**config.mk**
```make
export PLATFORM = sky130hd
export DESIGN_NAME = spi_result_transmitter
export DESIGN_NICKNAME = d
export VERILOG_FILES = /design/src/rtl/spi_result_transmitter.sv
export SDC_FILE = /design/constraint.sdc
export NUM_CORES = 1
export LEC_CHECK = 0
export CORE_UTILIZATION = 55
export CTS_BUF_LIST = sky130_fd_sc_hd__clkbuf_16
export DETAILED_ROUTE_END_ITERATION = 16
export MAX_ROUTING_LAYER = met4
export PLACE_DENSITY_LB_ADDON = 0.25
export REMOVE_ABC_BUFFERS = 1
export SYNTH_ARGS = -nofsm -noshare
export SYNTH_HDL_FRONTEND = slang
export SYNTH_SLANG_ARGS = --single-unit
```
**constraint.sdc**
```tcl
create_clock -name clk -period 3.6 [get_ports clk]
set_clock_uncertainty 0.1 [all_clocks]
set_input_delay 0.9 -clock clk [delete_from_list [all_inputs] [get_ports clk]]
set_output_delay 0.9 -clock clk [all_outputs]
set_load 0.02 [all_outputs]
```
**src/rtl/spi_result_transmitter.sv**
```systemverilog
// SPI mode-0 peripheral transmitter: returns controller-supplied bytes on CIPO,
// MSB first, with SCLK/CS oversampled in the clk domain.
module spi_result_transmitter #(
    parameter logic [7:0] IDLE_BYTE   = 8'hFF,
    parameter int         SYNC_STAGES = 2
) (
    input  logic       clk,
    input  logic       rst,
    input  logic       SCLK,
    input  logic       spi_cs_n,
    output logic       CIPO,
    output logic       cipo_oe,
    input  logic [7:0] tx_data,
    input  logic       tx_valid,
    output logic       tx_ready,
    output logic       tx_done,
    output logic       tx_abort,
    output logic       underrun,
    input  logic       clear,
    output logic [7:0] byte_count
);

    typedef enum logic [1:0] {IDLE, LOAD, SHIFT} state_t;

    state_t state, state_nx;

    logic [SYNC_STAGES-1:0] sclk_sync, cs_sync;
    logic sclk_d, cs_d;
    logic sclk_s, cs_s;
    logic sclk_rise, sclk_fall, cs_fall, cs_rise;

    logic [7:0] shift_reg;
    logic [2:0] bit_cnt;
    logic       got_rise;

    logic load_en, shift_en, cnt_en, abort_set, go_idle, cs_start;

    // Synchronizers idle at SCLK low / CS deasserted so reset never fakes an edge
    always_ff @(posedge clk) begin
        if (rst) begin
            sclk_sync <= '0;
            cs_sync   <= '1;
            sclk_d    <= 1'b0;
            cs_d      <= 1'b1;
        end else begin
            sclk_sync <= {sclk_sync[SYNC_STAGES-2:0], SCLK};
            cs_sync   <= {cs_sync[SYNC_STAGES-2:0], spi_cs_n};
            sclk_d    <= sclk_s;
            cs_d      <= cs_s;
        end
    end

    assign sclk_s    = sclk_sync[SYNC_STAGES-1];
    assign cs_s      = cs_sync[SYNC_STAGES-1];
    assign sclk_rise = sclk_s & ~sclk_d;
    assign sclk_fall = ~sclk_s & sclk_d;
    assign cs_fall   = ~cs_s & cs_d;
    assign cs_rise   = cs_s & ~cs_d;

    always_ff @(posedge clk) begin
        if (rst) state <= IDLE;
        else     state <= state_nx;
    end

    always_comb begin
        state_nx  = state;
        tx_ready  = 1'b0;
        cipo_oe   = 1'b0;
        CIPO      = 1'b0;
        load_en   = 1'b0;
        shift_en  = 1'b0;
        cnt_en    = 1'b0;
        abort_set = 1'b0;
        go_idle   = 1'b0;
        cs_start  = 1'b0;
        case (state)
            IDLE: begin
                if (cs_fall) begin
                    state_nx = LOAD;
                    cs_start = 1'b1;
                end
            end
            LOAD: begin
                cipo_oe = 1'b1;
                if (cs_rise) begin
                    state_nx = IDLE;
                    go_idle  = 1'b1;
                end else begin
                    tx_ready = 1'b1;
                    load_en  = 1'b1;
                    state_nx = SHIFT;
                end
            end
            SHIFT: begin
                cipo_oe = 1'b1;
                CIPO    = shift_reg[7];
                if (cs_rise) begin
                    state_nx  = IDLE;
                    go_idle   = 1'b1;
                    abort_set = (bit_cnt != 3'd0);
                end else begin
                    cnt_en = sclk_rise;
                    // bit_cnt==0 without a prior rise is the mode-0 idle-low fall
                    if (sclk_fall) begin
                        if (bit_cnt != 3'd0)  shift_en = 1'b1;
                        else if (got_rise)    state_nx = LOAD;
                    end
                end
            end
            default: state_nx = IDLE;
        endcase
    end

    always_ff @(posedge clk) begin
        if (rst) begin
            shift_reg  <= 8'h00;
            bit_cnt    <= 3'd0;
            got_rise   <= 1'b0;
            tx_done    <= 1'b0;
            tx_abort   <= 1'b0;
            underrun   <= 1'b0;
            byte_count <= 8'h00;
        end else begin
            tx_done  <= 1'b0;
            tx_abort <= abort_set;
            if (load_en) begin
                shift_reg <= tx_valid ? tx_data : IDLE_BYTE;
                got_rise  <= 1'b0;
            end
            if (shift_en)
                shift_reg <= {shift_reg[6:0], 1'b0};
            if (cnt_en) begin
                bit_cnt  <= bit_cnt + 3'd1;
                got_rise <= 1'b1;
                if (bit_cnt == 3'd7) tx_done <= 1'b1;
            end
            if (go_idle) begin
                bit_cnt  <= 3'd0;
                got_rise <= 1'b0;
            end
            // A substitution in the same cycle as clear keeps the flag set
            if (load_en && !tx_valid) underrun <= 1'b1;
            else if (clear)           underrun <= 1'b0;
            if (clear || cs_start)
                byte_count <= 8'h00;
            else if (cnt_en && bit_cnt == 3'd7)
                byte_count <= byte_count + 8'd1;
        end
    end

endmodule

```
# After elaboration in Yosys (flattened, before gate mapping)
# Index checks and enable logic that the tools add are counted.
# W data, S select, Z words.
# op_classes
addsub	2
eq_ne	7
muxes	29
bitwise_logic	11
n_reduce_logical	16
# ops
operator	n
$mux W8	3
$mux W1	19
$mux W2	6
$reduce_or A2 Y1	5
$ne A3 B3 Y1 const B	3
$add A8 B1 Y8 const B	1
$not A1 Y1	7
$pmux W2 S3	1
$reduce_bool A2 Y1	3
$and A1 B1 Y1	4
$reduce_and A4 Y1	1
$add A3 B1 Y3 const B	1
$eq A3 B3 Y1 const B	1
$reduce_bool A3 Y1	1
$reduce_or A3 Y1	1
$eq A2 B1 Y1 const B	1
$eq A2 B2 Y1 const B	1
$logic_and A1 B1 Y1	2
$logic_not A2 Y1	1
$ne A2 B2 Y1 const B	1
$logic_not A1 Y1	1
$logic_or A1 B1 Y1	1
# totals
reg_bits	31

# Longest topological paths before layout
# Gate-level depths: netlist (run 1).
# depth
depth_word	6
mapped_depth	7

# Least setup slack after synthesis (run 1)
# No wires, ideal clock.
# synth_path
kind	reg-to-output
start	register state[0]
end	output port CIPO
arrival_ps	1030
setup_slack_ps	1570
stages_incl_launch_ff	5
n_path_buf	1
path_cell_list	dfxtp_1 -> inv_1 -> ha_1 -> buf_4 -> and2_1
# synth_between
elab_chain_len	2
# synth_rtl
element	line_no	source
start: declaration	25	state_t state, state_nx;
start signal: assignment	62	else state <= state_nx;
$eq A2 B2 Y1	76	case (state)
$mux W1	76	
end: declaration	11	output logic CIPO,
# Every way passes these cells.

# Final worst setup path (run 1)
# layout_path
start	register state[1]
end	output port tx_ready
# layout_between
elab_chain_len	2
# layout_rtl
element	line_no	source
$eq A2 B1 Y1	76	
$mux W1	76	
end: declaration	15	output logic tx_ready,
# Every way passes these cells.

==> results.env, run 1 <==
ANT_NETS=0
TIMING.SETUP.CRITICAL_PATH_CLASS='flip-flop to primary output'
IR_WORST_VDD_mV=0.593
CTS_HTREE_LEVELS=2
TIMING.FINAL.WS_SETUP_NS=0.562
TIMING.FINAL.SETUP_VIOLATIONS=0
CTS_RESIZED=0
IOS=28
FINAL.PERIOD_UTILIZATION_PCT=84.4
WORST-ENDPOINT-REQUIRED_NS=2.60
FINALWORSTPATHREQUIREDPERIOD_NS=3.04
AREAGROWTHSYNTHTOFINISH_PCT=28.2
GRT_OVERFLOW=0
ANT_CELLS=0
POSTCTSSETUPREPAIRBUFS=0
FLOORPLAN.DIE.WIDTH_UM=53.9
LAYOUT-DRIVE-GT1-SHARE_PCT=8.56
MULTIINPUTGATEAREA_UM2=793
ROUTED_WIRELENGTH_MM=3.29
DRT_ITER0_MARKERS=30
YOSYSWARNINGS=0
CTS_HOLD_BUF=0
GRT_USE_TOTAL_PCT=25.5
FINALNETCOUNT=208
FILLERS=193
CTS_TREE='done'
GRT_START_MAX_NET_PINS=18
VIAS=1241
CLOCK_INSERTION_DELAY_AT_THE_LATER_PIN_OF_THE_SKEW_REPORT_NS=0.27
SLEW_HEADROOM_PCT=61.1
CRITICAL_PATH.MAX_STAGE_DELAY_NS=0.63
NUMPORTBUFFERS=27
SYNTH_TOP_FLOP_CELL='sky130_fd_sc_hd__dfxtp_1'
MAX_CAP_VIOL_COUNT=0
CRITICAL_PATH.TOP_DELAY_FAMILY='buffers and inverters'
NUMBER_OF_GLOBAL_ROUTE_VIAS_BEFORE_REPAIR=1127
MAX-CLOCK-PATH-BUFFERS=2
FIN_WORST_HOLD_SLACK_NS=0.312
POST-ROUTE-UTIL_PCT=75.3
DRC=0
FMAX_GHz=0.329
CORE_AREA_UM2=2520
SEQUENTIAL_CELL_AREA_UM2=621
VIASPERCELL=5.72
SEQ_AREA_FRAC_SYNTH_PCT=41.9
DRT_PRE_ANTENNA_ITERS=4
DIEHEIGHT_UM=53.9
ROUTED_WIRE_LENGTH_PER_INSTANCE_UM=15.2
CRITPATHCAPTURETYPE='primary output'
RUN_STATUS='finished, final reports clean'
CRIT_BUF_INV=3
RSZ0062_AT_GRT='no'
WP_DATA_ARRIVAL_NS=2.04
TIGHTESTPINTRANSITION_NS=0.579
PLACEMENT_ROWS=18
WORSTPATHMAXFANOUT=10
TRITONCTS.NUM_BUFFERS=5
CRIT_PATH_START_KIND='flip-flop'
NUMBER_OF_PINS_EXCEEDING_THEIR_MAX_SLEW_LIMIT_IN_THE_FINAL_REPORT=0
SYNTH_CELLS=158
REG_CLK_SLEW_REPORTED_PATHS_NS=0.05
FINALHOLDVIOLCOUNT=0
GP_CONGESTION=0.773
PLACE_WS_NS=0.883
YS_ASYNC_SR_FRACTION_PCT=0
SETUP_TNS_NS=0
POWER.DENSITY_CELL_AREA_nW_PER_UM2=536
HP-CLASS='flip-flop to flip-flop'
WORSTPATHCELLLIST='inv_1 -> ha_1 -> nand2_1 -> inv_2 -> clkdlybuf4s50_1'
SYN_AVG_CELL_AREA_UM2=9.38
SYNTH_EDF_COUNT=0
SYNTH_CELL_TYPES=42
DIEAREA_UM2=2910
CTS_ROOT_BUFFER='sky130_fd_sc_hd__clkbuf_16'
INITIAL_CORE_UTILIZATION_PCT=58.7
CTS.SINKS=31
WORST_PATH_MAX_DELAY_CELL='sky130_fd_sc_hd__clkdlybuf4s50_1'
GRT_FIRST_PASS_WIRELENGTH_MM=4.86
NETLIST_AREA_UM2=1480
LEAKAGEPOWER_nW=0.709
PLACE.DETAILED.HPWL_MM=2.41
YOSYS_REGISTER_BITS=31
ANTENNA_VIOLATIONS_BEFORE_REPAIR=0
==> final cells by class <==
type                            count  area share, %
Multi-Input combinational cell    112           41.8
Sequential cell                    31           32.7
Timing Repair Buffer               29           15.0
Clock buffer                        5           6.59
Tap cell                           30           1.98
Inverter                            7           1.38
Clock inverter                      3          0.593
==> where the power goes <==
group | internal (mW) | switching [mW] | leakage, nW | total (mW)
Clock | 0.247 | 0.134 | 0.0701 | 0.381
Combinational | 0.104 | 0.118 | 0.387 | 0.222
Sequential | 0.388 | 0.0266 | 0.252 | 0.415
==> placed cells by master, fill, tap and decap left out, types with 2 or more instances in the layout <==
cell and count:
sky130_fd_sc_hd__xor2_1 4, sky130_fd_sc_hd__nand4b_1 8, sky130_fd_sc_hd__or2_2 3, sky130_fd_sc_hd__dfxtp_1 31
sky130_fd_sc_hd__nor2b_1 5, sky130_fd_sc_hd__inv_1 7, sky130_fd_sc_hd__nor4_1 2, sky130_fd_sc_hd__nand2b_1 2
sky130_fd_sc_hd__nor2_1 15, sky130_fd_sc_hd__o211ai_1 7, sky130_fd_sc_hd__mux2i_1 3, sky130_fd_sc_hd__clkdlybuf4s50_1 27
sky130_fd_sc_hd__a21oi_1 12, sky130_fd_sc_hd__nand3_1 4, sky130_fd_sc_hd__xnor2_1 3, sky130_fd_sc_hd__nor4b_1 2
sky130_fd_sc_hd__nand4_1 2, sky130_fd_sc_hd__nand2_1 11, sky130_fd_sc_hd__clkbuf_16 5, sky130_fd_sc_hd__ha_1 8
sky130_fd_sc_hd__and2_1 2, sky130_fd_sc_hd__clkinv_1 2, sky130_fd_sc_hd__buf_4 2
==> per-stage QoR <==
stage          total power [mW]  instances  area (um2)
5_1_grt                    1.07        217        1900
3_3_place_gp              0.622        209        1760
3_5_place_dp              0.636        209        1760
4_1_cts                    1.02        217        1900
6_report                   1.02        217        1900
2_1_floorplan             0.561        150        1440
==> cells in the mapped netlist (2+ instances only) <==
cell	count	area [um2]
sky130_fd_sc_hd__nor2b_1	5	31.3
sky130_fd_sc_hd__nand2b_1	2	12.5
sky130_fd_sc_hd__dfxtp_1	31	621
sky130_fd_sc_hd__o211ai_1	7	52.6
sky130_fd_sc_hd__buf_2	3	15.0
sky130_fd_sc_hd__xnor2_1	3	26.3
sky130_fd_sc_hd__a21oi_1	12	60.1
sky130_fd_sc_hd__nor4b_1	2	17.5
sky130_fd_sc_hd__or2_2	3	18.8
sky130_fd_sc_hd__ha_1	8	100
sky130_fd_sc_hd__mux2i_1	3	30.0
sky130_fd_sc_hd__nand3_1	4	20.0
sky130_fd_sc_hd__nand2_1	11	41.3
sky130_fd_sc_hd__buf_4	2	15.0
sky130_fd_sc_hd__clkbuf_1	3	11.3
sky130_fd_sc_hd__nor4_1	2	12.5
sky130_fd_sc_hd__nand4b_1	8	70.1
sky130_fd_sc_hd__nand4_1	2	12.5
sky130_fd_sc_hd__xor2_1	4	35.0
sky130_fd_sc_hd__inv_1	6	22.5
sky130_fd_sc_hd__and2_1	2	12.5
sky130_fd_sc_hd__nor2_1	15	56.3
==> routing by layer <==
layer	GRT usage (%)	vias to the layer above	routed length, um
li1	-	613	-
met1	27.4	587	1390
met2	40.1	34	1660
met3	9.89	7	162
met4	14.0	0	75
met5	-	-	0
==> cells by family (layout without fill, tap and decap cells) <==
kind of cell               count (synthesis)  in the layout  synth area share (%)
and+or+nand+nor                           67             67                  28.7
DFF                                       31             31                  41.9
AOI/OAI and AO/OA                         26             26                  11.1
buffers and inverters                     15             44                  4.56
adders and majority gates                  8              8                  6.76
xor gates and xnor gates                   7              7                  4.14
muxes                                      4              4                  2.79
==> final timing paths <==
path / startpoint / end / cells past startpoint / slack [ns]
worst min-delay path: cs_sync[0]$_SDFF_PP1_ / cs_sync[1]$_SDFF_PP1_ / 1 / 0.31
worst max register to register: state[0]$_SDFFE_PP0P_ / shift_reg[4]$_SDFFE_PP0P_ / 5 / 1.60
worst min register to register: cs_sync[0]$_SDFF_PP1_ / cs_sync[1]$_SDFF_PP1_ / 1 / 0.31
worst max-delay path: state[1]$_SDFFE_PP0P_ / tx_ready / 5 / 0.56
==> worst register-to-register path, stage by stage, from the launching register on <==
cell and delay, ns:
sky130_fd_sc_hd__dfxtp_1 0.32, sky130_fd_sc_hd__inv_1 0.10, sky130_fd_sc_hd__ha_1 0.43, sky130_fd_sc_hd__or4b_1 0.64, sky130_fd_sc_hd__o211ai_1 0.18, sky130_fd_sc_hd__a21oi_1 0.11
No activity file was read; power rests on OpenSTA's default activity.
==> run 2: changes to the inputs <==
--- a/config.mk
+++ b/config.mk
@@ -5,7 +5,7 @@
 export SDC_FILE = /design/constraint.sdc
 export NUM_CORES = 1
 export LEC_CHECK = 0
-export CORE_UTILIZATION = 55
+export CORE_UTILIZATION = 46
 export CTS_BUF_LIST = sky130_fd_sc_hd__clkbuf_16
 export DETAILED_ROUTE_END_ITERATION = 16
 export MAX_ROUTING_LAYER = met4
==> constraint.sdc (replaced) <==
create_clock -name clk -period 2.7 [get_ports clk]
set_clock_uncertainty 0.1 [all_clocks]
set_input_delay 0.675 -clock clk [delete_from_list [all_inputs] [get_ports clk]]
set_output_delay 0.675 -clock clk [all_outputs]
set_load 0.02 [all_outputs]
==> run 2 against run 1 <==
  * Via count shrank 1.5%
  * Wire length fell by 5.6%
  * Register-to-register slack got worse by 0.82 ns
  * Sequential share of layout area is 0.67 points lower
  * Die area up 19%
  * Cell count increased by 7.8%
  * First-iteration DRC count is 57% higher
  * Clock-buffer cell count unchanged
  * Global-route usage decreased by 4.7 points
  * Largest cell class unchanged
==> results.env, run 2 (synthesized netlist as in run 1, its figures left out) <==
TIMING.FINAL.SETUP_VIOLATIONS=0  # unchanged
MULTIINPUTGATEAREA_UM2=793  # unchanged
SEQUENTIAL_CELL_AREA_UM2=621  # unchanged
SLEW_HEADROOM_PCT=58.8  # was 61.1%
NUMBER_OF_GLOBAL_ROUTE_VIAS_BEFORE_REPAIR=1109  # was 1127
CTS_RESIZED=0  # unchanged
CRITPATHCAPTURETYPE='primary output'  # unchanged
CTS_HOLD_BUF=0  # unchanged
VIAS=1223  # was 1241
DIEAREA_UM2=3450  # was 2910 um2
GRT_USE_TOTAL_PCT=20.8  # was 25.5%
TIMING.SETUP.CRITICAL_PATH_CLASS='flip-flop to primary output'  # unchanged
FIN_WORST_HOLD_SLACK_NS=0.305  # was 0.312 ns
ROUTED_WIRE_LENGTH_PER_INSTANCE_UM=13.3  # was 15.2 um
DRC=0  # unchanged
POSTCTSSETUPREPAIRBUFS=0  # unchanged
AREAGROWTHSYNTHTOFINISH_PCT=30.9  # was 28.2%
POST-ROUTE-UTIL_PCT=63.5  # was 75.3%
PLACE.DETAILED.HPWL_MM=2.33  # was 2.41 mm
FLOORPLAN.DIE.WIDTH_UM=58.8  # was 53.9 um
GRT_START_MAX_NET_PINS=16  # was 18
CLOCK_INSERTION_DELAY_AT_THE_LATER_PIN_OF_THE_SKEW_REPORT_NS=0.27  # about the same
POWER_REPORT.INTERNAL_TOTAL_uW=993  # was 739 uW
HIGHEST_COUNT_CELLS_IN_THE_LAYOUT_IGNORING_FILL_AND_TAPS='31 x sky130_fd_sc_hd__dfxtp_1, 27 x sky130_fd_sc_hd__clkdlybuf4s50_1, 15 x sky130_fd_sc_hd__nor2_1'  # unchanged
GP_CONGESTION=0.821  # was 0.773
TIMING.REG2REG.SETUP_SLACK_NS=0.78  # was 1.60 ns
POWER.DENSITY_CELL_AREA_nW_PER_UM2=700  # was 536 nW/um2
WORSTPATHMAXFANOUT=10  # unchanged
FMAX_GHz=0.389
FINALNETCOUNT=211  # was 208
DIEHEIGHT_UM=58.8  # was 53.9 um
MAX_CAP_VIOL_COUNT=0  # unchanged
LAYOUT-DRIVE-GT1-SHARE_PCT=10.0  # was 8.56%
WP_DATA_ARRIVAL_NS=1.79  # was 2.04 ns
GRT_FIRST_PASS_WIRELENGTH_MM=5.07  # was 4.86 mm
PLACE_WS_NS=0.421  # was 0.883 ns
TIMING.FINAL.WS_SETUP_NS=0.132  # was 0.562 ns
TIGHTESTPINTRANSITION_NS=0.613  # was 0.579 ns
NUMBER_OF_PINS_EXCEEDING_THEIR_MAX_SLEW_LIMIT_IN_THE_FINAL_REPORT=0  # unchanged
POWER.SHARE.SWITCHING_PCT=26.9  # was 27.4%
CTS_ROOT_BUFFER='sky130_fd_sc_hd__clkbuf_16'  # unchanged
VIASPERCELL=5.23  # was 5.72
ROUTED_WIRELENGTH_MM=3.11  # was 3.29 mm
FINALHOLDVIOLCOUNT=0  # unchanged
P_TOTAL_mW=1.36  # was 1.02 mW
PLACEMENT_ROWS=20  # was 18
WORST-ENDPOINT-REQUIRED_NS=1.92  # was 2.60 ns
ANT_NETS=0  # unchanged
POWER.SEQUENTIAL.FRACTION_PCT=40.5  # was 40.7%
CRIT_PATH_START_KIND='flip-flop'  # unchanged
POWER.SWITCHING_uW=365  # was 279 uW
ANT_CELLS=0  # unchanged
LAYOUT.CELLS.MOST_COMMON='sky130_fd_sc_hd__dfxtp_1'  # unchanged
POWER_FRAC_COMB_PCT=22.1  # was 21.8%
CORE_AREA_UM2=3050  # was 2520 um2
NUMPORTBUFFERS=27  # unchanged
IR_WORST_VDD_mV=0.451  # was 0.593 mV
SHARE_CLK_OF_TOTAL_POWER_PCT=37.3  # was 37.5%
ANTENNA_VIOLATIONS_BEFORE_REPAIR=0  # unchanged
DRT_ITER0_MARKERS=47  # was 30
CTS_TREE='done'  # unchanged
FINALWORSTPATHREQUIREDPERIOD_NS=2.57
RSZ0062_AT_GRT='no'  # unchanged
SETUP_TNS_NS=0  # unchanged
DRT_PRE_ANTENNA_ITERS=4  # unchanged
FINAL.PERIOD_UTILIZATION_PCT=95.1
CTS_HTREE_LEVELS=2  # unchanged
REG_CLK_SLEW_REPORTED_PATHS_NS=0.04  # was 0.05 ns
CTS.SINKS=31  # unchanged
GRT_OVERFLOW=0  # unchanged
HP-CLASS='flip-flop to flip-flop'  # unchanged
LEAKAGEPOWER_nW=0.725  # was 0.709 nW
FILLERS=262  # was 193
TRITONCTS.NUM_BUFFERS=5  # unchanged
INITIAL_CORE_UTILIZATION_PCT=48.5  # was 58.7%
RUN_STATUS='finished, final reports clean'  # unchanged
IOS=28  # unchanged
MAX-CLOCK-PATH-BUFFERS=2  # unchanged
-- run 2: worst paths after layout --
kind | startpoint | to | cells past startpoint
max | state[1]$_SDFFE_PP0P_ | tx_ready | 5
min | cs_sync[0]$_SDFF_PP1_ | cs_sync[1]$_SDFF_PP1_ | 1
max reg2reg | bit_cnt[0]$_SDFFE_PP0P_ | shift_reg[7]$_SDFFE_PP0P_ | 6
min reg2reg | cs_sync[0]$_SDFF_PP1_ | cs_sync[1]$_SDFF_PP1_ | 1
-- run 2: stage by stage --
step / area [um2] / cells
floorplan: 1440 / 150
global placement: 1800 / 226
detailed placement: 1800 / 226
CTS: 1940 / 234
global route: 1940 / 234
finish: 1940 / 234
-- run 2: layer usage --
layer  wire length (um)  GRT usage (%)  up-vias  share of wire [%]
met1               1370           24.7      562                 44
met3                174           7.25        3                5.6
met4                 32           7.82        0                1.0
met5                  0              -        -                  0
li1                   -              -      621                  -
met2               1530           32.3       37                 49
-- run 2: cell type report --
type | instances | area share [%]
clock inverters | 3 | 0.581
multi-input cells | 112 | 40.9
flip-flops and latches | 31 | 32.0
well taps | 44 | 2.84
repair buffers | 32 | 15.9
clock buffers | 5 | 6.45
inverters | 7 | 1.35
-- run 2: power groups by stage --
stage | sequential (mW) | combinational, mW | clock (mW)
floorplan | 0.552 | 0.196 | 0
global placement | 0.553 | 0.287 | 0
detailed placement | 0.557 | 0.299 | 0
CTS | 0.548 | 0.302 | 0.521
global route | 0.554 | 0.332 | 0.540
finish | 0.550 | 0.301 | 0.507
-- run 2: worst max-delay path: stages, from the launching register on --
cell	delay (ns)
sky130_fd_sc_hd__dfxtp_1	0.33
sky130_fd_sc_hd__inv_1	0.11
sky130_fd_sc_hd__ha_1	0.17
sky130_fd_sc_hd__nand2_1	0.11
sky130_fd_sc_hd__inv_2	0.17
sky130_fd_sc_hd__clkdlybuf4s50_1	0.63
==> run 3: changes to the inputs <==
--- a/config.mk
+++ b/config.mk
@@ -5,12 +5,14 @@
 export SDC_FILE = /design/constraint.sdc
 export NUM_CORES = 1
 export LEC_CHECK = 0
+export CORE_MARGIN = 2
 export CORE_UTILIZATION = 46
 export CTS_BUF_LIST = sky130_fd_sc_hd__clkbuf_16
 export DETAILED_ROUTE_END_ITERATION = 16
 export MAX_ROUTING_LAYER = met4
 export PLACE_DENSITY_LB_ADDON = 0.25
 export REMOVE_ABC_BUFFERS = 1
+export SETUP_SLACK_MARGIN = 0.15
 export SYNTH_ARGS = -nofsm -noshare
 export SYNTH_HDL_FRONTEND = slang
 export SYNTH_SLANG_ARGS = --single-unit
==> run 3 against run 2 <==
  * Worst hold slack better by 0.0040 ns
  * Cell count down 1.3%
  * Via count down 0.33%
  * Register-to-register slack about the same
  * Sequential share of layout area up 0.27 points
  * Critical path type unchanged
  * Critical endpoint is now cipo_oe
  * Highest routed layer unchanged
==> results.env, run 3 (synthesized netlist as in run 1, its figures left out) <==
RUN_STATUS='finished, final reports clean'  # unchanged
CORE_AREA_UM2=3050  # unchanged
STDCELL_COUNT=231  # was 234
DRT_ITER0_MARKERS=47  # unchanged
IOS=28  # unchanged
POWER_FRAC_COMB_PCT=21.9  # was 22.1%
FINAL.PERIOD_UTILIZATION_PCT=90.2  # was 95.1%
POWER.SEQUENTIAL.FRACTION_PCT=41.0  # was 40.5%
WORSTHOLDSTART='cs_sync[0]$_SDFF_PP1_'  # unchanged
PLACE_WS_NS=0.423  # was 0.421 ns
SETUP_TNS_NS=0  # unchanged
CTS_ROOT_BUFFER='sky130_fd_sc_hd__clkbuf_16'  # unchanged
PLACEMENT_ROWS=20  # unchanged
NUMBER_OF_PINS_EXCEEDING_THEIR_MAX_SLEW_LIMIT_IN_THE_FINAL_REPORT=0  # unchanged
SHARE_CLK_OF_TOTAL_POWER_PCT=37.1  # was 37.3%
NUMPLACEDINSTANCES=225  # was 226
TIGHTESTPINTRANSITION_NS=0.613  # about the same
POWER.SHARE.SWITCHING_PCT=26.6  # was 26.9%
HIGHEST_COUNT_CELLS_IN_THE_LAYOUT_IGNORING_FILL_AND_TAPS='31 x sky130_fd_sc_hd__dfxtp_1, 26 x sky130_fd_sc_hd__clkdlybuf4s50_1, 15 x sky130_fd_sc_hd__nor2_1'  # was 31 x sky130_fd_sc_hd__dfxtp_1, 27 x sky130_fd_sc_hd__clkdlybuf4s50_1, 15 x sky130_fd_sc_hd__nor2_1
CLOCK_INSERTION_DELAY_AT_THE_LATER_PIN_OF_THE_SKEW_REPORT_NS=0.27  # about the same
TIMING.RR.END='shift_reg[7]$_SDFFE_PP0P_'  # unchanged
AREAGROWTHSYNTHTOFINISH_PCT=29.8  # was 30.9%
TRITONCTS.NUM_BUFFERS=5  # unchanged
DIEAREA_UM2=3690  # was 3450 um2
PLACE.DETAILED.HPWL_MM=2.28  # was 2.33 mm
FINALWORSTPATHREQUIREDPERIOD_NS=2.43  # was 2.57 ns
WORST-ENDPOINT-REQUIRED_NS=1.92  # about the same
CRIT_PATH_START_KIND='flip-flop'  # unchanged
TIMING.REG2REG.SETUP_SLACK_NS=0.77  # was 0.78 ns
FIN_WORST_HOLD_SLACK_NS=0.309  # was 0.305 ns
MIN_DELAY_PATH_DEPTH=1  # unchanged
NUMBER_OF_GLOBAL_ROUTE_VIAS_BEFORE_REPAIR=1215  # was 1109
MULTIINPUTGATEAREA_UM2=793  # unchanged
DRC=0  # unchanged
LAYOUT.CELLS.MOST_COMMON='sky130_fd_sc_hd__dfxtp_1'  # unchanged
NUMPORTBUFFERS=27  # unchanged
ROUTED_WIRELENGTH_MM=3.09  # was 3.11 mm
FIN_AREA_UM2=1920  # was 1940 um2
POWER.DENSITY_CELL_AREA_nW_PER_UM2=698  # was 700 nW/um2
CTS_HOLD_BUF=0  # unchanged
SLEW_HEADROOM_PCT=58.9  # was 58.8%
HP-CLASS='flip-flop to flip-flop'  # unchanged
CTS.SINKS=31  # unchanged
SEQUENTIAL_CELL_AREA_UM2=621  # unchanged
MAX_CAP_VIOL_COUNT=0  # unchanged
WORST_R2R_PATH_DEPTH=6  # unchanged
LAYOUT-DRIVE-GT1-SHARE_PCT=9.63  # was 10.0%
FINALHOLDVIOLCOUNT=0  # unchanged
ANT_NETS=0  # unchanged
FLOORPLAN.DIE.WIDTH_UM=60.8  # was 58.8 um
GP_CONGESTION=0.805  # was 0.821
ANTENNA_VIOLATIONS_BEFORE_REPAIR=0  # unchanged
LEAKAGEPOWER_nW=0.720  # was 0.725 nW
STARTPOINT_OF_THE_MOST_CRITICAL_REGISTER_TO_REGISTER_PATH='bit_cnt[0]$_SDFFE_PP0P_'  # unchanged
ANT_CELLS=0  # unchanged
WORSTPATHMAXFANOUT=3  # was 10
GRT_OVERFLOW=0  # unchanged
MAX-CLOCK-PATH-BUFFERS=2  # unchanged
GRT_FIRST_PASS_WIRELENGTH_MM=5.16  # was 5.07 mm
CTS_TREE='done'  # unchanged
TIMING.SETUP.CRITICAL_PATH_CLASS='flip-flop to primary output'  # unchanged
GRT_USE_TOTAL_PCT=20.1  # was 20.8%
END_POINT_OF_THE_MOST_CRITICAL_HOLD_PATH='cs_sync[1]$_SDFF_PP1_'  # unchanged
FILLERS=291  # was 262
WORSTPATHCELLLIST='inv_1 -> ha_1 -> clkdlybuf4s50_1'  # was inv_1 -> ha_1 -> nand2_1 -> inv_2 -> clkdlybuf4s50_1
CRITPATHCAPTURETYPE='primary output'  # unchanged
CTS_HTREE_LEVELS=2  # unchanged
GRT_START_MAX_NET_PINS=16  # unchanged
FINALNETCOUNT=210  # was 211
VIAS=1219  # was 1223
POWER_REPORT.INTERNAL_TOTAL_uW=984  # was 993 uW
POWER.SWITCHING_uW=357  # was 365 uW
DRT_PRE_ANTENNA_ITERS=4  # unchanged
TIMING.FINAL.SETUP_VIOLATIONS=0  # unchanged
DIEHEIGHT_UM=60.8  # was 58.8 um
PLACEMENT.CELL_AREA_UM2=1800  # about the same
VIASPERCELL=5.28  # was 5.23
WP_DATA_ARRIVAL_NS=1.66  # was 1.79 ns
IR_WORST_VDD_mV=0.358  # was 0.451 mV
WORST_PATH_MAX_DELAY_CELL='sky130_fd_sc_hd__clkdlybuf4s50_1'  # unchanged
TIMING.FINAL.WS_SETUP_NS=0.266  # was 0.132 ns
CRITICAL_PATH.MAX_STAGE_DELAY_NS=0.62  # was 0.63 ns
RSZ0062_AT_GRT='no'  # unchanged
INITIAL_CORE_UTILIZATION_PCT=48.5  # unchanged
REG_CLK_SLEW_REPORTED_PATHS_NS=0.04  # about the same
FMAX_GHz=0.411  # was 0.389 GHz
ROUTED_WIRE_LENGTH_PER_INSTANCE_UM=13.4  # was 13.3 um
run 3: cell count changes in the layout (fill, tap and decap cells not counted):
cell / change
sky130_fd_sc_hd__dlygate4sd2_1: +1
sky130_fd_sc_hd__clkinv_1: -2
sky130_fd_sc_hd__clkdlybuf4s50_1: -1
sky130_fd_sc_hd__buf_4: -1
run 3: repair_timing:
| action | in CTS | in global routing |
|---|---|---|
| gates resized for setup | 1 | 0 |
| endpoints found under the setup margin | 1 | 0 |
| buffers inserted | 0 | 0 |
run 3: critical path, delay by kind of cell (launching register included):
family	cells	cell delay [ns]
buffers and inverters	2	0.72
adder cells (fa/ha/maj)	1	0.31
flip-flops	1	0.36
run 3: power by group through the flow:
stage               Sequential (mW)  Combinational [mW]  Clock [mW]
detailed placement            0.556               0.295           0
CTS                           0.548               0.294       0.512
floorplan                     0.552               0.196           0
global placement              0.553               0.287           0
finish                        0.550               0.294       0.498
global route                  0.556               0.330       0.530
run 3: through the flow:
stage	total power, mW	utilization (%)
after floorplan	0.747	-
after global placement	0.840	58.8
after detailed placement	0.851	58.8
after CTS	1.35	63.0
after global routing	1.42	63.0
final	1.34	63.0
run 3: how the worst max path moves through the flow:
stage                    end                   from  slack [ns]  depth (start not counted)
floorplan           tx_ready        cs_d$_SDFF_PP1_        0.84                          3
global placement    tx_ready  state[1]$_SDFFE_PP0P_        0.48                          5
detailed placement  tx_ready  state[1]$_SDFFE_PP0P_        0.42                          5
CTS                  cipo_oe  state[0]$_SDFFE_PP0P_        0.27                          3
global route         cipo_oe  state[1]$_SDFFE_PP0P_        0.18                          3
finish               cipo_oe  state[1]$_SDFFE_PP0P_        0.27                          3
run 3: layer usage:
layer  part of all wire [%]  GRT usage (%)  up-vias
met5                      0              -        -
met4                    1.5           9.01        0
met3                    6.9           8.10        6
met2                     48           33.6       37
met1                     43           20.6      561
li1                       -              -      615
run 3: cell type report:
type,count,share of cell area [%]
Clock inverter,1,0.195
Tap cell,44,2.86
Multi-Input combinational cell,112,41.2
Clock buffer,5,6.51
Timing Repair Buffer,31,15.5
Inverter,7,1.37
Sequential cell,31,32.3
